--- config.mk ---
export PLATFORM = sky130hd
export DESIGN_NAME = bus_initiator
export DESIGN_NICKNAME = d
export VERILOG_FILES = /design/src/rtl/bus_initiator.sv
export SDC_FILE = /design/constraint.sdc
export NUM_CORES = 1
export LEC_CHECK = 0
export ABC_CLOCK_PERIOD_IN_PS = 1570
export BUFFER_PORTS_ARGS = -buffer_cell sky130_fd_sc_hd__buf_4
export CORE_MARGIN = 2
export CORE_UTILIZATION = 40
export DETAILED_ROUTE_END_ITERATION = 6
export PLACE_DENSITY = 0.84
export SLEW_MARGIN = 20
export SYNTH_ARGS = -nofsm -noshare
export SYNTH_HDL_FRONTEND = slang
export SYNTH_SLANG_ARGS = --single-unit
--- constraint.sdc ---
create_clock -name clk -period 1.57 [get_ports clk]
set_input_delay 0.0785 -clock clk [delete_from_list [all_inputs] [get_ports clk]]
set_output_delay 0.0785 -clock clk [all_outputs]
set_load 0.005 [all_outputs]
--- src/rtl/bus_initiator.sv ---
// Single-outstanding femto bus initiator: one command in, one bus request out, one response pulse back.
// Optional fault reporting to the reset controller is enabled with `define BUS_INITIATOR_FAULT_REPORT_EN.

`ifndef XLEN
`define XLEN 32
`endif
`ifndef BUS_WIDTH
`define BUS_WIDTH 32
`endif
`ifndef BUS_ACC_WIDTH
`define BUS_ACC_WIDTH 2
`endif
`ifndef BUS_ACC_1B
`define BUS_ACC_1B 2'd0
`endif
`ifndef BUS_ACC_2B
`define BUS_ACC_2B 2'd1
`endif
`ifndef BUS_ACC_4B
`define BUS_ACC_4B 2'd2
`endif

module bus_initiator #(
    parameter int unsigned TIMEOUT      = 16,
    parameter logic [7:0]  CAUSE_BUSFLT = 8'h10,
    parameter logic [7:0]  CAUSE_TMO    = 8'h11
) (
    input  logic                      clk,
    input  logic                      rst,
    input  logic                      cmd_valid,
    output logic                      cmd_ready,
    input  logic [`XLEN-1:0]          cmd_addr,
    input  logic                      cmd_w_rb,
    input  logic [`BUS_ACC_WIDTH-1:0] cmd_acc,
    input  logic [`BUS_WIDTH-1:0]     cmd_wdata,
    output logic                      rsp_valid,
    output logic [`BUS_WIDTH-1:0]     rsp_rdata,
    output logic [1:0]                rsp_err,
    output logic [`XLEN-1:0]          addr,
    output logic                      w_rb,
    output logic [`BUS_ACC_WIDTH-1:0] acc,
    output logic [`BUS_WIDTH-1:0]     wdata,
    output logic                      req,
    input  logic [`BUS_WIDTH-1:0]     rdata,
    input  logic                      resp,
    input  logic                      fault,
    output logic                      soc_fault,
    output logic [7:0]                soc_fault_cause,
    output logic [`XLEN-1:0]          soc_fault_addr
);

    localparam int unsigned XW = `XLEN;
    localparam int unsigned DW = `BUS_WIDTH;
    localparam int unsigned AW = `BUS_ACC_WIDTH;
    localparam int unsigned CW = 8;

    localparam logic [CW-1:0] TMO_LIMIT = CW'(TIMEOUT);
    localparam logic [1:0]    ERR_OK    = 2'b00;
    localparam logic [1:0]    ERR_BUS   = 2'b01;
    localparam logic [1:0]    ERR_TMO   = 2'b10;
    localparam logic [1:0]    ERR_MIS   = 2'b11;

    typedef enum logic [1:0] {
        S_IDLE = 2'd0,
        S_REQ  = 2'd1,
        S_WAIT = 2'd2,
        S_RSP  = 2'd3
    } state_t;

    state_t          state, state_n;
    logic [CW-1:0]   cnt, cnt_n;
    logic [XW-1:0]   addr_n;
    logic            w_rb_n;
    logic [AW-1:0]   acc_n;
    logic [DW-1:0]   wdata_n;
    logic [DW-1:0]   rsp_rdata_n;
    logic [1:0]      rsp_err_n;
    logic            req_n;
    logic            rsp_valid_n;
    logic            cmd_ready_n;
    logic            misaligned;

    assign misaligned = ((cmd_acc == `BUS_ACC_2B) && cmd_addr[0]) ||
                        ((cmd_acc == `BUS_ACC_4B) && (cmd_addr[1:0] != 2'b00));

    // Next-state and next-output logic
    always_comb begin
        state_n     = state;
        cnt_n       = cnt;
        addr_n      = addr;
        w_rb_n      = w_rb;
        acc_n       = acc;
        wdata_n     = wdata;
        rsp_rdata_n = rsp_rdata;
        rsp_err_n   = rsp_err;
        req_n       = 1'b0;
        rsp_valid_n = 1'b0;
        cmd_ready_n = 1'b0;

        case (state)
            S_IDLE: begin
                if (cmd_valid) begin
                    addr_n  = cmd_addr;
                    w_rb_n  = cmd_w_rb;
                    acc_n   = cmd_acc;
                    wdata_n = cmd_wdata;
                    if (misaligned) begin
                        rsp_err_n = ERR_MIS;
                        state_n   = S_RSP;
                    end else begin
                        state_n = S_REQ;
                    end
                end
            end
            S_REQ: begin
                if (fault) begin
                    rsp_err_n = ERR_BUS;
                    state_n   = S_RSP;
                end else begin
                    cnt_n   = '0;
                    state_n = S_WAIT;
                end
            end
            S_WAIT: begin
                cnt_n = CW'(cnt + 1'b1);
                // A completion in the final WAIT cycle still counts as success
                if (resp) begin
                    if (!w_rb) begin
                        rsp_rdata_n = rdata;
                    end
                    rsp_err_n = ERR_OK;
                    state_n   = S_RSP;
                end else if (cnt_n == TMO_LIMIT) begin
                    rsp_err_n = ERR_TMO;
                    state_n   = S_RSP;
                end
            end
            S_RSP: begin
                state_n = S_IDLE;
            end
            default: begin
                state_n = S_IDLE;
            end
        endcase

        req_n       = (state_n == S_REQ);
        rsp_valid_n = (state_n == S_RSP);
        cmd_ready_n = (state_n == S_IDLE);
    end

    // State and registered outputs
    always_ff @(posedge clk) begin
        if (rst) begin
            state     <= S_IDLE;
            cnt       <= '0;
            addr      <= '0;
            w_rb      <= 1'b0;
            acc       <= `BUS_ACC_1B;
            wdata     <= '0;
            rsp_rdata <= '0;
            rsp_err   <= ERR_OK;
            req       <= 1'b0;
            rsp_valid <= 1'b0;
            cmd_ready <= 1'b1;
        end else begin
            state     <= state_n;
            cnt       <= cnt_n;
            addr      <= addr_n;
            w_rb      <= w_rb_n;
            acc       <= acc_n;
            wdata     <= wdata_n;
            rsp_rdata <= rsp_rdata_n;
            rsp_err   <= rsp_err_n;
            req       <= req_n;
            rsp_valid <= rsp_valid_n;
            cmd_ready <= cmd_ready_n;
        end
    end

`ifdef BUS_INITIATOR_FAULT_REPORT_EN
    logic report;

    assign report = (state_n == S_RSP) && ((rsp_err_n == ERR_BUS) || (rsp_err_n == ERR_TMO));

    // Fault report pulses alongside rsp_valid; cause and address persist until the next report
    always_ff @(posedge clk) begin
        if (rst) begin
            soc_fault       <= 1'b0;
            soc_fault_cause <= '0;
            soc_fault_addr  <= '0;
        end else begin
            soc_fault <= report;
            if (report) begin
                soc_fault_cause <= (rsp_err_n == ERR_BUS) ? CAUSE_BUSFLT : CAUSE_TMO;
                soc_fault_addr  <= addr;
            end
        end
    end
`else
    logic unused_cause;

    assign unused_cause    = ^{CAUSE_BUSFLT, CAUSE_TMO};
    assign soc_fault       = 1'b0;
    assign soc_fault_cause = '0;
    assign soc_fault_addr  = '0;
`endif

endmodule

==> summary.md <==
| Metric | Value |
|---|---|
| Critical path capture point type | flip-flop |
| Layout cell share with drive strength beyond 1 | 0.323 |
| Lkg Pwr | 0.00357 µW |
| Combinational power share | 0.324 |
| Clk_lat worst skew | 400 ps |
| Initial antenna violation count | 0 |
| First-pass GRT wire length | 24.7 mm |
| Die width | ~110 µm |
| Mapped Avg Cell Area | 7.83 µm² |
| RD Place Congestion | approximately 0.80 |
| Outcome | finished, violations left |
| Max stage delay cell, worst path | dfxtp_1 |
| CTS Buf Count | 17 |
| Most common cell after layout, fill and taps aside | buf_4 |
| Max Fclk | approximately 0.62 GHz |
| Total internal power | 7980 µW |
| Maximum fanout along the worst path | 4 |
| Synth warnings | 0 |
| Buf/Inv on CP | 0 |
| Sw power | 3500 µW |
| Die area | 12200 µm² |
| Post-synth EDFFs | 0 |
| Final antenna-violating net count | 0 |
| Peak supply drop | 1100 µV |
| PortBufs | 207 |
| Core ar. | 11000 µm² |
| DR pass1 iterations | 4 |
| Vias | 5127 |
| CTS HTree Levels | 4 |
| Drt drc | 0 |
| Cell Count, Final, Fillers Out | between 1000 and 1500 |
| FF/Latch Area | 2290 µm² |
| Pre-CTS setup slack | -64.2 ps |
| HP Class | input port to flip-flop |
| Synth top area cells | dfxtp_1, nand2_1, a21oi_1 |
| Yosys top cell area share | 0.502 |
| Switching Fraction | 0.305 |
| Area occupied by multi-input gates | between 2000 and 2500 µm² |
| I/O pin cnt | 249 |
| Placed insts | 915 |
| Top delay family on crit path | compound AO/OA/AOI/OAI gates |
| Reg clk slew, reported paths | 50 ps |
| Worst Path Required | 1850 ps |
| Initial Util | 0.414 |
| Mapped Cells | 581 |
| Finish-stage setup viols | 3 |
| GRT Residual Overflow | 0 |
| Initial drt markers | 351 |
| Power, Total | 11500 µW |
| CTS Sinks | 114 |
| CTS tree | built |
| Startpoint Class | flip-flop |
| Min Clock Period, post-route | 1620 ps |
| Largest net degree at the start of global routing | slightly above 60 |
| Cell Rows | 38 |
| Final Skew | 5.52 ps |
| Total track usage | 0.247 |
| Ant. Diodes | 0 |
| Half-perimeter wire length after placement | 8.54 mm |
| Fin. Hold Viols | 0 |
| Via density | roughly 4.9 |
| Seq pwr share | 0.318 |
| Hold Slack | roughly 46 ps |
| Largest area contributor in the netlist | dfxtp_1 |
| CP arrival | 1890 ps |
| Async S/R FF share, synth | 0 |
| Setup Crit Path Kind | flip-flop to flip-flop |
| Most frequent cells in the layout | buf_4, nand2_1, dfxtp_1, a21oi_1, dlygate4sd3_1 |
| Critical path, cell by cell | nor3_1, o2111ai_2, a31oi_2, mux2_4 |
| Nets | 1005 |
| Area grow syn2layout | 76.4% |
| Primary FF master, synth | dfxtp_1 |
| Slew Viols, Final | 0 |
| Period utilisation layout | 1.03 |
| Worst path max stage delay | around 330 ps |
| Max-cap violation count | 0 |
| Mapped cell area | 4550 µm² |
| Die Span Y | around 110 µm |
| Clock Power Share | 0.358 |
| Register area share after synthesis | 0.502 |
| Drt wl/cell | about 15 µm |
| Synth cell types | 40 |
| Final wirelength | 16.0 mm |
| FF+latch count, synth | 114 |
| Setup WS post-layout | -47.2 ps |
| Unrepaired setup endpoints after global routing | yes |
| Setup Total Neg Slack | -51.3 ps |
| CTS root buf | clkbuf_16 |
| Fillers | between 700 and 800 |
| Power Density | approximately 1400 nW/µm² |
| Vias in the first global route | around 5100 |
| CTS max path bufs | 2 |
| Failing checks | negative setup slack |
[stage by stage]
step | utilization | instance area (µm²)
CTS | 0.719 | 7900
global route | 0.731 | 8030
global placement | 0.568 | 6240
floorplan | - | 4720
finish | 0.731 | 8030
detailed placement | 0.568 | 6240
[power groups by stage]
stage,sequential [µW],combinational (µW),clock [µW]
CTS,3610,3370,4150
detailed placement,3660,3050,0
floorplan,3700,1560,0
finish,3650,3730,4110
global placement,3650,2980,0
global route,3700,4020,4290
[kinds of logic after synthesis]
kind of cell / Yosys count / synth area share
mux: 5 / 0.0118
fa+ha+maj: 6 / 0.0165
compound gates: 124 / 0.148
simple gates: 248 / 0.216
other cells: 1 / 0.000824
buf+inv: 83 / 0.105
flops: 114 / 0.502
[flip-flops by register name (all words and copies together) (netlist names)]
register	count
addr	32
w_rb	1
acc	2
wdata	32
rsp_err	2
cmd_ready	1
rsp_valid	1
cnt	8
rsp_rdata	32
state	2
req	1
[final timing paths]
| kind | start | to | slack, ps | depth (start not counted) |
|---|---|---|---|---|
| worst max-delay path | cnt[7] | rsp_err[0] | -50 | 4 |
| worst min-delay path | rst | cnt[0] | 50 | 2 |
| worst max register to register | cnt[7] | rsp_err[0] | -50 | 4 |
| worst min register to register | addr[3] | addr[3] | 450 | 2 |
[Yosys cell counts, drive strengths merged (3+ instances only)]
library cell and instances:
nand2 208, mux2 3, clkbuf 29, dfxtp 114, nor3 5, buf 48
nor2b 4, a22oi 4, nor2 18, and2 3, a21oi 104, inv 6
ha 6, nand3 4, o21ai 4
[routing by layer]
layer	vias up	GRT usage	routed length [µm]
li1	2431	-	-
met2	222	0.461	8620
met1	2430	0.248	5900
met5	-	0	0
met3	44	0.0793	957
met4	0	0.114	536
[layout make-up]
class | instances | area share
well taps | 140 | 0.0218
multi-input cells | 424 | 0.258
clock buffers | 22 | 0.0591
clock inverters | 9 | 0.0192
repair buffers | 332 | 0.353
inverters | 6 | 0.00343
flip-flops and latches | 114 | 0.285
[repair_timing]
item	in CTS	in global routing
hold endpoints to repair	99	0
gates cloned	0	1
setup buffers	1	1
gates resized for setup	9	23
setup endpoints to repair	40	52
pin swaps	1	8
hold buffers	99	0
Power figures use the tool's default switching activity.
